[src/rtl/proc_datapath_pkg.sv]
// rtl/proc_datapath_pkg.sv - opcodes, IR field positions and register count shared with the control unit
package proc_datapath_pkg;

  localparam int NREGS = 8;

  localparam logic [2:0] ADD = 3'b000;
  localparam logic [2:0] SUB = 3'b001;
  localparam logic [2:0] SLT = 3'b010;
  localparam logic [2:0] SLL = 3'b011;
  localparam logic [2:0] SLR = 3'b100;
  localparam logic [2:0] AND = 3'b101;
  localparam logic [2:0] MV  = 3'b110;
  localparam logic [2:0] MVI = 3'b111;

  localparam int OP_HI = 8;
  localparam int OP_LO = 6;
  localparam int X_HI  = 5;
  localparam int X_LO  = 3;
  localparam int Y_HI  = 2;
  localparam int Y_LO  = 0;

endpackage

[src/rtl/proc_alu.sv]
// rtl/proc_alu.sv - combinational ALU for add/sub/slt/sll/slr/and/mv/mvi
module proc_alu
  import proc_datapath_pkg::*;
#(
  parameter int DW  = 16,
  parameter int SHW = 4
) (
  input  logic [2:0]    op,
  input  logic          AddSub,
  input  logic [DW-1:0] A,
  input  logic [DW-1:0] Bus,
  output logic [DW-1:0] result
);

  logic lt;

  assign lt = $signed(A) < $signed(Bus);

  always_comb begin
    result = Bus;
    case (op)
      // add and sub share one adder; AddSub alone picks the direction
      ADD, SUB: result = AddSub ? (A - Bus) : (A + Bus);
      SLT:      result = {{(DW-1){1'b0}}, lt};
      SLL:      result = A << Bus[SHW-1:0];
      SLR:      result = A >> Bus[SHW-1:0];
      AND:      result = A & Bus;
      default:  result = Bus;
    endcase
  end

endmodule

[src/rtl/proc_datapath.sv]
// rtl/proc_datapath.sv - register file, shared bus, IR and ALU wrapper of the multi-cycle processor
// Optional multi-driver detection on the bus: PROC_DATAPATH_BUS_CONFLICT_EN
module proc_datapath
  import proc_datapath_pkg::*;
#(
  parameter int DW  = 16,
  parameter int SHW = 4
) (
  input  logic             clock,
  input  logic             Reset,
  input  logic [DW-1:0]    DIN,
  input  logic             IRin,
  input  logic [NREGS-1:0] Rin,
  input  logic [NREGS-1:0] Rout,
  input  logic             Ain,
  input  logic             Gin,
  input  logic             Gout,
  input  logic             DINout,
  input  logic             AddSub,
  output logic [9:0]       IRout,
  output logic [7:0]       Xsel,
  output logic [7:0]       Ysel,
  output logic [DW-1:0]    BusWires,
  output logic             BusErr
);

  logic [DW-1:0] regs [NREGS];
  logic [DW-1:0] a_reg;
  logic [DW-1:0] g_reg;
  logic [9:0]    ir;
  logic [DW-1:0] alu_result;

  // Descending scan so the lowest enabled Rout index is the one left standing
  always_comb begin
    BusWires = '0;
    if (Gout) begin
      BusWires = g_reg;
    end else if (DINout) begin
      BusWires = DIN;
    end else begin
      for (int i = NREGS - 1; i >= 0; i--) begin
        if (Rout[i]) BusWires = regs[i];
      end
    end
  end

  proc_alu #(
    .DW  (DW),
    .SHW (SHW)
  ) u_alu (
    .op     (ir[OP_HI:OP_LO]),
    .AddSub (AddSub),
    .A      (a_reg),
    .Bus    (BusWires),
    .result (alu_result)
  );

  always_ff @(posedge clock) begin
    if (Reset) begin
      for (int i = 0; i < NREGS; i++) regs[i] <= '0;
      a_reg <= '0;
      g_reg <= '0;
      ir    <= '0;
    end else begin
      for (int i = 0; i < NREGS; i++) begin
        if (Rin[i]) regs[i] <= BusWires;
      end
      if (Ain)  a_reg <= BusWires;
      if (Gin)  g_reg <= alu_result;
      if (IRin) ir    <= DIN[9:0];
    end
  end

  assign IRout = ir;
  assign Xsel  = 8'b1 << ir[X_HI:X_LO];
  assign Ysel  = 8'b1 << ir[Y_HI:Y_LO];

`ifdef PROC_DATAPATH_BUS_CONFLICT_EN
  logic [3:0] nsrc;
  logic       bus_err_q;

  assign nsrc = 4'(Gout) + 4'(DINout) + 4'($countones(Rout));

  always_ff @(posedge clock) begin
    if (Reset) begin
      bus_err_q <= 1'b0;
    end else if (nsrc > 4'd1) begin
      bus_err_q <= 1'b1;
    end
  end

  assign BusErr = bus_err_q;
`else
  assign BusErr = 1'b0;
`endif

endmodule
[config.mk]
export PLATFORM = sky130hd
export DESIGN_NAME = proc_datapath
export DESIGN_NICKNAME = d
export VERILOG_FILES = /design/src/rtl/proc_datapath_pkg.sv /design/src/rtl/proc_alu.sv /design/src/rtl/proc_datapath.sv
export SDC_FILE = /design/constraint.sdc
export NUM_CORES = 1
export LEC_CHECK = 0
export ABC_AREA = 1
export CORE_MARGIN = 4
export CORE_UTILIZATION = 35
export CTS_BUF_LIST = sky130_fd_sc_hd__clkbuf_4
export DETAILED_ROUTE_END_ITERATION = 8
export GPL_ROUTABILITY_DRIVEN = 1
export SETUP_SLACK_MARGIN = 0.5
export SLEW_MARGIN = 25
export SYNTH_ARGS = -nofsm -noshare
export SYNTH_HDL_FRONTEND = slang
export SYNTH_SLANG_ARGS = --single-unit
[constraint.sdc]
create_clock -name clock -period 11 [get_ports clock]
set_clock_uncertainty 0.05 [all_clocks]
set_input_delay 3.3 -clock clock [delete_from_list [all_inputs] [get_ports clock]]
set_output_delay 3.3 -clock clock [all_outputs]
set_load 0.01 [all_outputs]
==> results of run 1 <==
## critical path, cell delays in order
cell and delay (ns):
sky130_fd_sc_hd__clkdlybuf4s50_1 0.64, sky130_fd_sc_hd__inv_1 0.63, sky130_fd_sc_hd__o211ai_1 0.19, sky130_fd_sc_hd__o21ai_0 0.13
sky130_fd_sc_hd__o21ai_1 0.09, sky130_fd_sc_hd__o21ai_0 0.09, sky130_fd_sc_hd__nand2_1 0.07, sky130_fd_sc_hd__nand2_1 0.08
sky130_fd_sc_hd__nand2_1 0.04, sky130_fd_sc_hd__o21ai_1 0.47, sky130_fd_sc_hd__inv_1 0.17, sky130_fd_sc_hd__clkdlybuf4s50_1 0.55
## cell type report
cell class                 instances  share of cell area
clock buffer                      17             0.01040
multi-input combinational       1133              0.4404
antenna                            2           0.0004080
tap                              396             0.04039
clock inverter                    15             0.01214
inverter                         116             0.03580
timing repair buffer             102             0.07854
sequential                       170              0.3819
## kinds of logic after synthesis
family	count (synthesis)	synth area share
buffers and inverters	203	0.08010
and+or+nand+nor	800	0.3052
other	1	0.0003420
adders and majority gates	37	0.04359
DFF	170	0.4272
AOI/OAI and AO/OA	292	0.1411
xor gates and xnor gates	3	0.002397
## report_power, final
group | internal, mW | switching (mW) | total, mW
Sequential | 0.746 | 0.0245 | 0.770
Clock | 0.102 | 0.272 | 0.374
Combinational | 0.162 | 0.350 | 0.513
Total | 1.01 | 0.646 | 1.66
## synthesized netlist by cell type (3+ instances only)
library cell and count:
sky130_fd_sc_hd__ha_1 35, sky130_fd_sc_hd__buf_2 22, sky130_fd_sc_hd__o21ai_1 9, sky130_fd_sc_hd__o31ai_1 3
sky130_fd_sc_hd__dfxtp_1 42, sky130_fd_sc_hd__or2_0 3, sky130_fd_sc_hd__o21ai_0 111, sky130_fd_sc_hd__clkbuf_1 47
sky130_fd_sc_hd__a21oi_1 141, sky130_fd_sc_hd__o211ai_1 18, sky130_fd_sc_hd__or2_2 13, sky130_fd_sc_hd__nand2_1 402
sky130_fd_sc_hd__buf_4 9, sky130_fd_sc_hd__buf_6 7, sky130_fd_sc_hd__nor4_1 3, sky130_fd_sc_hd__edfxtp_1 128
sky130_fd_sc_hd__inv_1 102, sky130_fd_sc_hd__nand2_2 6, sky130_fd_sc_hd__nor2_1 210, sky130_fd_sc_hd__clkinv_1 6
sky130_fd_sc_hd__nand3_1 125, sky130_fd_sc_hd__nand4_1 5, sky130_fd_sc_hd__nand2_4 4, sky130_fd_sc_hd__inv_2 7
sky130_fd_sc_hd__nor2_4 4, sky130_fd_sc_hd__nor3_1 21
## per-stage QoR
stage	cell area, µm²	setup WS, ns	hold slack [ns]
floorplan	10970	2.849	0.3906
global placement	11980	1.298	0.4013
detailed placement	11990	1.186	0.4040
CTS	12260	1.177	0.4236
global route	12270	0.8689	0.4504
finish	12270	1.171	0.4248
## layer usage
| layer | wire length, µm | up-vias | GRT usage |
|---|---|---|---|
| met5 | 0 | - | 0 |
| met3 | 2097 | 56 | 0.03221 |
| li1 | - | 5068 | - |
| met2 | 17710 | 360 | 0.3574 |
| met4 | 1210 | 0 | 0.06929 |
| met1 | 16660 | 4846 | 0.2957 |
## final timing paths
path,cells after the start,start,to
worst max-delay path,12,Rout[3],BusWires[7]
worst min-delay path,2,g_reg[0]$_SDFFE_PP0P_,g_reg[0]$_SDFFE_PP0P_
worst max register to register,29,regs[1][41]$_DFFE_PP_,g_reg[0]$_SDFFE_PP0P_
worst min register to register,2,g_reg[0]$_SDFFE_PP0P_,g_reg[0]$_SDFFE_PP0P_
==> summary.txt, run 1 <==
Worst setup path
  • CP startpoint kind: input pin
  • Maximum fanout along the worst path: 22
  • Worst R2R Setup Slack: 6.63 ns
  • Worst Setup Path Type: input pin to output pin
  • Req. time, crit path: 7.65 ns
  • Worst setup EP type: output pin
  • Arrival time of the worst setup path: 6.48 ns

STA
  • Tightest Pin Transition: 0.8568 ns
  • Setup TNS Final: 0 ns
  • Post-layout min period: 9.829 ns
  • Final Hold Violating Endpoints: 0
  • Final setup fails: 0
  • Unrepaired setup endpoints after global routing: no
  • Worst relative slew slack: 0.4250
  • Slew Limit Fails: 0
  • Timing-limited maximum frequency: 101.7 MHz
  • Final critical-path share of the clock period: 0.8936

Drt
  • Residual antenna-violating net count after detailed routing: 0
  • Number of remaining DRC errors: 0
  • Ratio of routed vias to standard cells: 5.295
  • First-iteration detailed-routing DRC count: 989
  • Total detailed-routing wirelength: 37.68 mm
  • Mean routed wirelength per cell: 19.31 µm
  • Number of search-and-repair iterations in the first detailed-routing pass: 7
  • Via total after detailed routing: 10330

Global routing
  • Tot GR Track Use: 0.2171
  • Vias in the first global route: 9872
  • Maximum number of pins on one net before global-route repair: 46
  • Total overflow reported by the global router: 0
  • Wire length of the first global-routing pass: 57.42 mm
  • Initial antenna violation count: 2

Synthesis
  • Post-synthesis register bit count: 170
  • Number of distinct library cells after synthesis: 42
  • Mapped Nets: 1583
  • Total number of yosys warnings: 0
  • Share of async-settable or async-resettable flops after synthesis: 0
  • Netlist Area Pre-Place: 10970 µm²
  • Most used flip-flop cell after synthesis: sky130_fd_sc_hd__edfxtp_1
  • Largest cells by area after synthesis: sky130_fd_sc_hd__edfxtp_1, sky130_fd_sc_hd__nand2_1, sky130_fd_sc_hd__dfxtp_1
  • Library cell with the largest summed area after synthesis: sky130_fd_sc_hd__edfxtp_1
  • Count of flip-flops with a built-in enable after synthesis: 128
  • Mean instance size in the synthesized netlist: 7.281 µm²
  • Sequential cell area fraction in the yosys report: 0.4272
  • Syn Inst Count: 1506
  • Post-synth top area share: 0.3505

Floorplan
  • Io pins: 83
  • Die width: 185 µm
  • Total Die Area: 34230 µm²
  • Die height: 185 µm
  • Placeable core region: 30750 µm²
  • Count of standard-cell rows: 64
  • Effective utilization at floorplan: 0.3566

Clock network
  • Cts hold-fix bufs: 0
  • Clock root buffer: sky130_fd_sc_hd__clkbuf_4
  • Sink Count: 170
  • TritonCTS buffer count: 17
  • Number of buffers added for setup after CTS: 0
  • Deepest clock path buffer count: 2
  • Insertion delay of the later-clocked pin in the worst-skew pair: 0.59 ns
  • Count of H-tree levels built during CTS: 4
  • Clock tree from TritonCTS: done
  • Gates resized, CTS repair: 0
  • Register clock-pin slew on the reported worst setup and hold paths: 0.15 ns

Pwr
  • Overall power consumption: 1.657 mW
  • Total power per unit cell area: 135.1 nW/µm²
  • Maximum resistive drop on vdd: 0.07356 mV
  • Static leakage: 5.261 nW

Placed design
  • Detailed-placement wirelength estimate: 27.07 mm
  • Dpl cells: 1917
  • Port Buf Inserts: 81
  • Gp weighted congestion: 0.9361

Finish
  • Leading cell types in the layout, fill and taps excluded: sky130_fd_sc_hd__nand2_1, sky130_fd_sc_hd__nor2_1, sky130_fd_sc_hd__a21oi_1, sky130_fd_sc_hd__edfxtp_1, sky130_fd_sc_hd__nand3_1
  • Post-layout nets: 1617
  • Multi-input gate area in the final layout: 5403 µm²
  • Most common cell after layout, fill and taps aside: sky130_fd_sc_hd__nand2_1
  • Area growth from synthesis to layout: 11.87%
  • Number of flip-flops in the largest register: 128
  • FILL cells: 3267
  • Utilization after layout: 0.3989
  • Storage cell area: 4684 µm²
  • Post-route insts no fill: 1951
  • Share of post-route cells with drive strength above 1: 0.05988

Flow run
  • Maximum capacitance violations: 0

Status
  • Run status: finished, final reports clean

Min path
  • Kind of path behind the tightest hold check: flip-flop to flip-flop
Power figures use the tool's default switching activity.
==> run 2, diff against run 1 <==
CTS_CLUSTER_DIAMETER = 40   (was not set)
==> results of run 2 <==
Final layout, timing and power as in run 1 (identical DEF).
==> run 3, diff against run 2 <==
--- a/config.mk
+++ b/config.mk
@@ -15,5 +15,5 @@
 export SETUP_SLACK_MARGIN = 0.5
-export SLEW_MARGIN = 25
 export SYNTH_ARGS = -nofsm -noshare
 export SYNTH_HDL_FRONTEND = slang
+export SYNTH_HIERARCHICAL = 1
 export SYNTH_SLANG_ARGS = --single-unit
--- a/constraint.sdc
+++ b/constraint.sdc
@@ -4,2 +4,2 @@
 set_output_delay 3.3 -clock clock [all_outputs]
-set_load 0.01 [all_outputs]
+set_load 0.05 [all_outputs]
==> summary.txt, run 3 <==
Status
  • Run status: finished, final reports clean

Synthesis
  • Syn Inst Count: 1624 (+7.8%)
  • Ranking of synthesized cells by instance count: sky130_fd_sc_hd__nand2_1, sky130_fd_sc_hd__nor2_1, sky130_fd_sc_hd__inv_1, sky130_fd_sc_hd__a21oi_1, sky130_fd_sc_hd__edfxtp_1
  • Count of flip-flops with a built-in enable after synthesis: 128 (unchanged)
  • Mean instance size in the synthesized netlist: 7.164 µm² (-1.6%)
  • Mapped Nets: 1699 (+7.3%)
  • Largest cells by area after synthesis: sky130_fd_sc_hd__edfxtp_1, sky130_fd_sc_hd__nand2_1, sky130_fd_sc_hd__dfxtp_1
  • Cell with the most instances after synthesis: sky130_fd_sc_hd__nand2_1
  • Sequential cell area fraction in the yosys report: 0.4026 (-0.02458)
  • Post-synth top area share: 0.3304 (-0.02017)
  • Total number of yosys warnings: 6 (+6)
  • Most used flip-flop cell after synthesis: sky130_fd_sc_hd__edfxtp_1
  • Post-synthesis register bit count: 170 (unchanged)
  • Netlist Area Pre-Place: 11630 µm² (+6.1%)
  • Library cell with the largest summed area after synthesis: sky130_fd_sc_hd__edfxtp_1
  • Share of async-settable or async-resettable flops after synthesis: 0 (unchanged)
  • Number of distinct library cells after synthesis: 54 (+29%)

Min path
  • Destination of the worst hold path: g_reg[9]$_SDFFE_PP0P_
  • Kind of path behind the tightest hold check: flip-flop to flip-flop
  • Startpoint of the lowest-slack hold path: g_reg[9]$_SDFFE_PP0P_
  • Hold path depth: 2 (unchanged)

Worst setup path
  • Worst Setup Path Type: input pin to output pin
  • CP startpoint kind: input pin
  • Req. time, crit path: 7.65 ns (about the same)
  • Buffers plus inverters on the worst setup path: 4 (unchanged)
  • Maximum fanout along the worst path: 17 (-23%)
  • Arrival time of the worst setup path: 6.45 ns (-0.03 ns)
  • Worst setup EP type: output pin
  • Crit-path max cell delay: 0.85 ns (+0.21 ns)
  • Worst R2R Setup Slack: 6.89 ns (+0.26 ns)
  • Crit Reg-Reg Endpoint: g_reg[0]$_SDFFE_PP0P_
  • Chain of cells forming the critical path: clkdlybuf4s50_1 > inv_6 > nor2_1 > nor2_1 > nand2_1 > nand2_1 > nand2_1 > nand2_1 > nand2_1 > nand2_1 > nand2_1 > nand2_1 > nand2_2 > inv_1 > clkdlybuf4s50_1
  • Logic depth of the worst path, buffers included: 15 (+3)
  • Cell with the largest stage delay on the worst path: sky130_fd_sc_hd__clkdlybuf4s50_1
  • Cell with the most instances on the worst path: sky130_fd_sc_hd__nand2_1
  • Cells on worst reg2reg path: 26 (-10%)
  • Worst flop-to-flop path startpoint: regs[1][50]$_DFFE_PP_
  • Largest delay share family, worst path: buffers and inverters

Finish
  • Share of post-route cells with drive strength above 1: 0.08194 (+0.02205)
  • Number of flip-flops in the largest register: 128 (unchanged)
  • Most common cell after layout, fill and taps aside: sky130_fd_sc_hd__nand2_1
  • Area growth from synthesis to layout: 10.62%
  • Fin area: 12870 µm² (+4.9%)
  • Multi-input gate area in the final layout: 5679 µm² (+5.1%)
  • Post-route insts no fill: 2115 (+8.4%)
  • Leading cell types in the layout, fill and taps excluded: sky130_fd_sc_hd__nand2_1, sky130_fd_sc_hd__nor2_1, sky130_fd_sc_hd__inv_1, sky130_fd_sc_hd__a21oi_1, sky130_fd_sc_hd__edfxtp_1
  • Storage cell area: 4684 µm² (unchanged)
  • FILL cells: 3513 (+7.5%)
  • Post-layout nets: 1734 (+7.2%)

Clock network
  • Gates resized, CTS repair: 0 (unchanged)
  • Register clock-pin slew on the reported worst setup and hold paths: 0.14 ns (about the same)
  • Sink Count: 170 (unchanged)
  • Clock tree from TritonCTS: done
  • TritonCTS buffer count: 17 (unchanged)
  • Number of buffers added for setup after CTS: 0 (unchanged)
  • Cts hold-fix bufs: 0 (unchanged)
  • Insertion delay of the later-clocked pin in the worst-skew pair: 0.58 ns (about the same)
  • Count of H-tree levels built during CTS: 4 (unchanged)
  • Deepest clock path buffer count: 2 (unchanged)
  • Clock root buffer: sky130_fd_sc_hd__clkbuf_4

Drt
  • Mean routed wirelength per cell: 18.38 µm (-4.8%)
  • Number of search-and-repair iterations in the first detailed-routing pass: 7 (unchanged)
  • Ratio of routed vias to standard cells: 5.115 (-3.4%)
  • Total detailed-routing wirelength: 38.88 mm (+3.2%)
  • Via total after detailed routing: 10820 (+4.7%)
  • Number of remaining DRC errors: 0 (unchanged)
  • First-iteration detailed-routing DRC count: 961 (-2.8%)
  • Residual antenna-violating net count after detailed routing: 0 (unchanged)

STA
  • Final critical-path share of the clock period: 0.8908 (-0.002719)
  • Setup TNS Final: 0 ns (unchanged)
  • Worst relative slew slack: 0.1689 (-0.2561)
  • Final setup slack of the worst path: 1.201 ns (+0.02991 ns)
  • Final Hold Violating Endpoints: 0 (unchanged)
  • Tightest Pin Transition: 1.243 ns (+0.3860 ns)
  • Unrepaired setup endpoints after global routing: no
  • Post-layout min period: 9.799 ns (-0.02991 ns)
  • Timing-limited maximum frequency: 102.0 MHz (+0.30%)
  • Final setup fails: 0 (unchanged)
  • Slew Limit Fails: 0 (unchanged)

Placed design
  • Detailed-placement wirelength estimate: 28.43 mm (+5.0%)
  • Gp weighted congestion: 0.9509 (+1.6%)
  • Post-Place Worst Slack: 1.183 ns (-0.003120 ns)
  • Dpl cells: 2082 (+8.6%)
  • Port Buf Inserts: 81 (unchanged)
  • Post-DP Area: 12580 µm² (+4.9%)

Global routing
  • Vias in the first global route: 10420 (+5.6%)
  • Initial antenna violation count: 1 (-1)
  • Total overflow reported by the global router: 0 (unchanged)
  • Wire length of the first global-routing pass: 59.57 mm (+3.7%)
  • Maximum number of pins on one net before global-route repair: 45 (-2.2%)
  • Tot GR Track Use: 0.2114 (-0.005761)

Pwr
  • Maximum resistive drop on vdd: 0.06322 mV (-14%)
  • Static leakage: 5.804 nW (+10%)
  • Total power per unit cell area: 132.6 nW/µm² (-1.8%)

Flow run
  • Maximum capacitance violations: 0 (unchanged)

Floorplan
  • Placeable core region: 32700 µm² (+6.3%)
  • Die width: 190.3 µm (+2.9%)
  • Effective utilization at floorplan: 0.3558 (-0.0008153)
  • Die height: 190.3 µm (+2.9%)
  • Io pins: 83 (unchanged)
  • Total Die Area: 36220 µm² (+5.8%)
  • Count of standard-cell rows: 66 (+3.1%)
-- run 3: cell types whose count changed in the layout (fill, tap and decap cells not counted), moves of 12 or more --
cell                       delta
sky130_fd_sc_hd__nand2_2     +18
sky130_fd_sc_hd__nor2_2      +16
sky130_fd_sc_hd__nor2_1      -20
sky130_fd_sc_hd__o211ai_1    -12
sky130_fd_sc_hd__nand2_1     +55
sky130_fd_sc_hd__inv_1       +81
sky130_fd_sc_hd__o21ai_0     -24
sky130_fd_sc_hd__a21oi_1     +15
-- run 3: worst register-to-register path, cell delays in order, from the launching register on --
cell and delay (ns):
sky130_fd_sc_hd__edfxtp_1 0.35, sky130_fd_sc_hd__nand2_1 0.06, sky130_fd_sc_hd__nand2_1 0.09, sky130_fd_sc_hd__nand3_1 0.07
sky130_fd_sc_hd__nand3_1 0.09, sky130_fd_sc_hd__nand2_1 0.07, sky130_fd_sc_hd__nand2_1 0.07, sky130_fd_sc_hd__nand2_1 0.05
sky130_fd_sc_hd__nand2_1 0.08, sky130_fd_sc_hd__nand2_1 0.08, sky130_fd_sc_hd__nand2_2 0.08, sky130_fd_sc_hd__nand2_4 0.12
sky130_fd_sc_hd__inv_1 0.11, sky130_fd_sc_hd__buf_4 0.34, sky130_fd_sc_hd__inv_1 0.08, sky130_fd_sc_hd__buf_4 0.26
sky130_fd_sc_hd__ha_1 0.49, sky130_fd_sc_hd__nand2_1 0.13, sky130_fd_sc_hd__a21oi_1 0.32, sky130_fd_sc_hd__nand2_1 0.08
sky130_fd_sc_hd__nand2_1 0.09, sky130_fd_sc_hd__nand3b_1 0.12, sky130_fd_sc_hd__nand3_1 0.09, sky130_fd_sc_hd__nand3_1 0.15
sky130_fd_sc_hd__a21oi_1 0.26, sky130_fd_sc_hd__o21ai_0 0.13, sky130_fd_sc_hd__a21oi_1 0.14
-- run 3: worst max-delay path by stage --
stage          slack [ns]    start           to
5_1_grt              0.98  Rout[6]  BusWires[3]
3_3_place_gp         1.18  Rout[2]  BusWires[0]
3_5_place_dp         1.18  Rout[3]  BusWires[9]
4_1_cts              1.19  Rout[3]  BusWires[9]
6_report             1.20  Rout[5]  BusWires[9]
2_1_floorplan        3.10  Rout[6]  BusWires[3]
-- run 3: logic make-up after synthesis --
logic type / count (synthesis) / synth area share
AO/OA/AOI/OAI: 276 / 0.1288
buffers and inverters: 273 / 0.1093
flip-flops: 170 / 0.4026
other: 1 / 0.0003223
adder cells (fa/ha/maj): 35 / 0.03893
AND/OR/NAND/NOR: 869 / 0.3200
-- run 3: metal layers --
metal | routed length (µm) | vias up | track usage
li1 | - | 5321 | -
met1 | 17000 | 5093 | 0.2804
met2 | 19010 | 356 | 0.3673
met3 | 1904 | 49 | 0.02325
met4 | 959 | 0 | 0.05746
met5 | 0 | - | 0
-- run 3: where the power goes --
group | switching (mW) | leakage (nW) | internal [mW]
Clock | 0.223 | 0.171 | 0.162
Combinational | 0.386 | 3.88 | 0.161
Sequential | 0.0290 | 1.76 | 0.746
-- run 3: stage by stage --
step / total power, mW / util / hold slack [ns]
after floorplan: 1.163 / - / 0.3792
after CTS: 1.709 / 0.3935 / 0.4195
final: 1.707 / 0.3936 / 0.4171
after detailed placement: 1.332 / 0.3846 / 0.3989
after global routing: 1.801 / 0.3936 / 0.4492
after global placement: 1.328 / 0.3846 / 0.3942
-- run 3: layout make-up --
cell class	count	area share
clock buffer	19	0.01108
tap	442	0.04297
inverter	193	0.05726
clock inverter	13	0.01157
multi-input combinational	1181	0.4412
sequential	170	0.3640
timing repair buffer	96	0.07174
antenna	1	0.0001944
